File: config.mk
export PLATFORM = sky130hd
export DESIGN_NAME = fetch_unit
export DESIGN_NICKNAME = d
export VERILOG_FILES = /design/src/rtl/fetch_unit.sv
export SDC_FILE = /design/constraint.sdc
export NUM_CORES = 1
export LEC_CHECK = 0
export CORE_MARGIN = 5
export CORE_UTILIZATION = 56
export CTS_CLUSTER_SIZE = 16
export DETAILED_ROUTE_END_ITERATION = 10
export GPL_TIMING_DRIVEN = 0
export PLACE_DENSITY = 0.8
export SLEW_MARGIN = 20
export SYNTH_ARGS = -nofsm -noshare
export SYNTH_HDL_FRONTEND = slang
export SYNTH_HIERARCHICAL = 1
export SYNTH_SLANG_ARGS = --single-unit
File: constraint.sdc
create_clock -name clk -period 8.65 [get_ports clk]
set_input_delay 1.73 -clock clk [delete_from_list [all_inputs] [get_ports clk]]
set_output_delay 1.73 -clock clk [all_outputs]
set_load 0.1 [all_outputs]
File: src/rtl/fetch_unit.sv
// fetch_unit: decoupled instruction-fetch front end (fetch PC, imem request/response, prefetch FIFO).
// Latency: request accepted in cycle N, response in N+k, instruction at the FIFO head in N+k+1.
// Backpressure: requests are credit-limited (FIFO occupancy + in-flight <= FIFO_DEPTH); decode stalls via inst_ready.
// Ports: clk, reset (async, active-high)
//        imem_req_valid/ready/addr : fetch request, addr = fetch PC
//        imem_rsp_valid/data       : in-order response, always accepted
//        redirect_valid/pc         : branch/jump taken, flush and refetch from redirect_pc
//        inst_valid/ready, inst, inst_pc : FIFO head towards decode
//        fifo_count                : current FIFO occupancy

// Prefetch FIFO: flushable, head shown combinationally, full/empty derived from count.
module fetch_unit_fifo #(
  parameter int WIDTH = 64,
  parameter int DEPTH = 4
) (
  input  logic                     clk,
  input  logic                     reset,
  input  logic                     flush,
  input  logic                     push,
  input  logic [WIDTH-1:0]         push_dat,
  input  logic                     pop,
  output logic [WIDTH-1:0]         head_dat,
  output logic [$clog2(DEPTH):0]   count
);
  localparam int AW = $clog2(DEPTH);

  logic [WIDTH-1:0] mem [DEPTH];
  logic [AW-1:0]    wr_ptr;
  logic [AW-1:0]    rd_ptr;
  logic             do_push;
  logic             do_pop;

  assign do_pop   = pop && (count != '0);
  // A push into a full FIFO is only legal when the head leaves in the same cycle.
  assign do_push  = push && ((count != (AW+1)'(DEPTH)) || do_pop);
  assign head_dat = mem[rd_ptr];

  always_ff @(posedge clk or posedge reset) begin
    if (reset) begin
      wr_ptr <= '0;
      rd_ptr <= '0;
      count  <= '0;
    end else if (flush) begin
      wr_ptr <= '0;
      rd_ptr <= '0;
      count  <= '0;
    end else begin
      if (do_push) wr_ptr <= wr_ptr + 1'b1;
      if (do_pop)  rd_ptr <= rd_ptr + 1'b1;
      count <= count + (AW+1)'(do_push) - (AW+1)'(do_pop);
    end
  end

  always_ff @(posedge clk) begin
    if (do_push && !flush) mem[wr_ptr] <= push_dat;
  end
endmodule

module fetch_unit #(
  parameter int              XLEN       = 32,
  parameter int              ILEN       = 32,
  parameter logic [XLEN-1:0] RESET_PC   = '0,
  parameter int              PC_STEP    = 4,
  parameter int              FIFO_DEPTH = 4
) (
  input  logic                          clk,
  input  logic                          reset,
  output logic                          imem_req_valid,
  input  logic                          imem_req_ready,
  output logic [XLEN-1:0]               imem_req_addr,
  input  logic                          imem_rsp_valid,
  input  logic [ILEN-1:0]               imem_rsp_data,
  input  logic                          redirect_valid,
  input  logic [XLEN-1:0]               redirect_pc,
  output logic                          inst_valid,
  input  logic                          inst_ready,
  output logic [ILEN-1:0]               inst,
  output logic [XLEN-1:0]               inst_pc,
  output logic [$clog2(FIFO_DEPTH):0]   fifo_count
);
  localparam int              CW   = $clog2(FIFO_DEPTH) + 1;
  localparam logic [XLEN-1:0] STEP = XLEN'(PC_STEP);

  logic [XLEN-1:0]      fetch_pc;
  logic [XLEN-1:0]      rsp_pc;
  logic [CW-1:0]        inflight;
  logic [CW-1:0]        discard;
  logic [CW:0]          credits_used;
  logic                 req_fire;
  logic                 rsp_keep;
  logic                 fifo_pop;
  logic [ILEN+XLEN-1:0] head_dat;

  // Every in-flight request owns a FIFO slot, so the FIFO can never overflow.
  assign credits_used   = {1'b0, fifo_count} + {1'b0, inflight};
  assign imem_req_valid = !reset && !redirect_valid && (credits_used < (CW+1)'(FIFO_DEPTH));
  assign imem_req_addr  = fetch_pc;
  assign req_fire       = imem_req_valid && imem_req_ready;

  // Responses to requests issued before a redirect are stale and must not reach decode.
  assign rsp_keep = imem_rsp_valid && (discard == '0) && !redirect_valid;

  assign inst_valid = (fifo_count != '0);
  assign fifo_pop   = inst_valid && inst_ready && !redirect_valid;
  assign inst       = inst_valid ? head_dat[ILEN+XLEN-1:XLEN] : '0;
  assign inst_pc    = inst_valid ? head_dat[XLEN-1:0]         : '0;

  fetch_unit_fifo #(
    .WIDTH (ILEN + XLEN),
    .DEPTH (FIFO_DEPTH)
  ) u_fifo (
    .clk      (clk),
    .reset    (reset),
    .flush    (redirect_valid),
    .push     (rsp_keep),
    .push_dat ({imem_rsp_data, rsp_pc}),
    .pop      (fifo_pop),
    .head_dat (head_dat),
    .count    (fifo_count)
  );

  always_ff @(posedge clk or posedge reset) begin
    if (reset) begin
      fetch_pc <= RESET_PC;
      rsp_pc   <= RESET_PC;
      inflight <= '0;
      discard  <= '0;
    end else if (redirect_valid) begin
      // No request issues in a redirect cycle. Everything still outstanding after this
      // cycle's response is stale; discards still pending from an earlier redirect are
      // already part of inflight, so they are carried along without double counting.
      fetch_pc <= redirect_pc;
      rsp_pc   <= redirect_pc;
      inflight <= inflight - CW'(imem_rsp_valid);
      discard  <= inflight - CW'(imem_rsp_valid);
    end else begin
      if (req_fire) fetch_pc <= fetch_pc + STEP;
      if (rsp_keep) rsp_pc   <= rsp_pc + STEP;
      inflight <= inflight + CW'(req_fire) - CW'(imem_rsp_valid);
      if (imem_rsp_valid && (discard != '0)) discard <= discard - 1'b1;
    end
  end
endmodule

==> results.py <==
metrics = {
    "sta": {
        "worst_slack_ns": 2.381,
        "hold_viol": 0,
        "post-route-period-util_pct": 72.47,
        "holdWs_ns": 0.5349,
        "max_slew_margin_pct": 28.36,
        "max_freq_mhz": 159.5,
        "period_minus_slack_ns": 6.269,
        "tns_ns": 0,
        "tightest_slew_ns": 1.071,
        "setup_viol": 0,
        "rsz0062_at_grt": "no",
        "maxSlewViolCount": 0,
        "finClkSkew_ns": 0.01466,
    },
    "logic_synthesis": {
        "synth_compound_area_share_pct": 4.084,
        "ys_top_cells_by_area": "edfxtp_1 (54%), dfrtp_1 (14%), mux4_2 (10%)",
        "synth_cell_types": 59,
        "synth_top_family_by_area": "multiplexers",
        "synth_common_cells": "edfxtp_1 (256), dfrtp_1 (77), and2_1 (69)",
        "ys_warn_count": 6,
        "synth_nets": 975,
        "synthAdderAreaFrac_pct": 1.609,
        "synthMuxAreaShare_pct": 10.86,
        "yosysSeqAreaShare_pct": 67.93,
        "async_flop_share_pct": 23.12,
        "synth_xor_xnor_area_share_pct": 2.661,
        "synth_top_flop_cell": "edfxtp_1",
        "synthSimpleGateAreaFrac_pct": 10.48,
        "synth_top_area_share_pct": 54.31,
        "synth_edf_count": 256,
        "avgSynthCellArea_um2": 15.94,
        "synth_area_um2": 14150,
        "yosysMostFrequentCell": "edfxtp_1",
        "ys_ff_latch": 333,
        "postSynthCellCount": 888,
        "yosysTopAreaCell": "edfxtp_1",
    },
    "floorplanning": {
        "die_h_um": 169.0,
        "start_util_pct": 56.53,
        "dieArea_um2": 28550,
        "ios": 171,
        "die_w_um": 169.0,
        "row_count": 58,
        "coreArea_um2": 25040,
    },
    "drt": {
        "avgViaCountPerCell": 5.825,
        "drc": 0,
        "dr.pass1.iters": 5,
        "ant_nets": 0,
        "wl_per_cell_um": 21.49,
        "vias": 8633,
        "routed_wl_um": 31850,
        "drt_iter0_drc": 726,
    },
    "grt": {
        "grt_use_total_pct": 22.69,
        "overflow": 0,
        "first_global_vias": 8798,
        "grt_pass1_wl_um": 49940,
        "antenna_found_initial": 0,
        "grt_max_degree": 51,
    },
    "setup_path": {
        "critical_path_arrival_ns": 4.54,
        "critPathLaunchType": "input pin",
        "crit_fanout": 10,
        "cp.required_ns": 6.92,
        "critPathCaptureType": "output pin",
        "path_class": "in2out",
    },
    "outcome": {
        "status": "finished clean",
    },
    "clock_network": {
        "cts_resized": 0,
        "htreeDepth": 2,
        "clk_latency_ns": 0.51,
        "clk_pin_slew_ns": 0.07,
        "cts_buffer_depth": 3,
        "clock-sinks": 333,
        "holdBufCountCts": 0,
        "cts-root-buf": "clkbuf_16",
        "cts_tree": "built",
        "cts_setup_buffers": 0,
        "numCtsBuffers": 34,
    },
    "power_and_ir_drop": {
        "ir_drop_v": 0.0001463,
        "power.total_uw": 4153,
        "power.leakage_uw": 0.006178,
        "power_density_nw_per_um2": 234.6,
    },
    "placement": {
        "gp_congestion": 0.8392,
        "dp_hpwl_um": 22480,
        "dpl_cell_area_um2": 16580,
        "dp_slack_ns": 2.400,
        "port_buffers": 170,
    },
    "cells_and_area": {
        "area_growth_pct": 25.10,
        "num-nets-final": 1213,
        "diodes": 0,
        "fin_area_um2": 17710,
        "drive_gt1_share_pct": 16.67,
    },
    "hold_path": {
        "min_path_type": "reg2reg",
    },
    "flow_run": {
        "maxCapViolCount": 0,
    },
}
==> flip-flops by register name (all words and copies together) (netlist names) <==
register and flops:
imem_req_addr 32, rsp_pc 32, inflight 3, u_fifo/wr_ptr 2, u_fifo/count 3, u_fifo/mem 256
u_fifo/rd_ptr 2, discard 3
==> layout by cell type (no fill, tap or decap), types with 27 or more instances in the layout <==
cell / n
buf_4: 29
nand2_1: 58
dfrtp_1: 77
mux4_2: 64
clkdlybuf4s50_1: 170
clkbuf_16: 37
o21ai_0: 46
nand3_1: 32
and2_1: 69
xor2_1: 30
clkbuf_1: 27
edfxtp_1: 256
==> critical path: stages <==
cell and delay (ns):
clkdlybuf4s50_1 0.51, inv_1 0.31, clkbuf_1 0.58, and3_1 0.27
clkdlybuf4s50_1 1.13
==> cell families (layout without fill, tap and decap cells) <==
kind of cell / after synthesis / in the layout
flip-flops: 333 / 333
AND/OR/NAND/NOR: 259 / 259
AO/OA/AOI/OAI: 94 / 94
buffers and inverters: 69 / 333
multiplexers: 73 / 73
XOR/XNOR: 43 / 43
adder cells (fa/ha/maj): 17 / 17
==> layout make-up <==
class,count,area (um^2)
sequential,333,9614
fill,1636,7331
multi-input combinational,486,4230
timing repair buffer,202,1988
clock buffer,45,955.9
tap,330,412.9
buffer,42,235.2
clock inverter,17,165.2
inverter,27,103.9
==> per-stage QoR <==
| stage | cells | util, % |
|---|---|---|
| CTS | 1482 | 70.69 |
| global route | 1482 | 70.72 |
| detailed placement | 1420 | 66.21 |
| floorplan | 888 | - |
| global placement | 1388 | 64.98 |
| finish | 1482 | 70.72 |
==> path summary, 6_finish.rpt <==
check | from | to | slack, ns | cells after the start
worst min register to register | inflight[2] | inflight[2] | 0.53 | 1
max in group asynchronous | reset | rsp_pc[31] | 6.50 | 3
worst max register to register | u_fifo/count[1] | u_fifo/mem[1][63] | 4.68 | 9
min in group asynchronous | reset | u_fifo/wr_ptr[0] | 1.59 | 2
worst min-delay path | inflight[2] | inflight[2] | 0.53 | 1
worst max-delay path | redirect_valid | imem_req_valid | 2.38 | 5
==> routing by layer <==
metal / vias to the layer above / share of wire, % / GRT usage (%)
met3: 66 / 7.5 / 4.040
met1: 4299 / 39 / 30.28
met2: 385 / 50 / 38.35
li1: 3883 / - / -
met4: 0 / 3.1 / 7.525
met5: - / 0 / 0
==> report_power, final <==
part	total [uW]	leakage [uW]	internal [uW]	switching (uW)
registers	1880	0.00325	1800	82.5
clock network	1450	0.000550	871	579
logic	819	0.00238	228	591
Power figures use the tool's default switching activity.
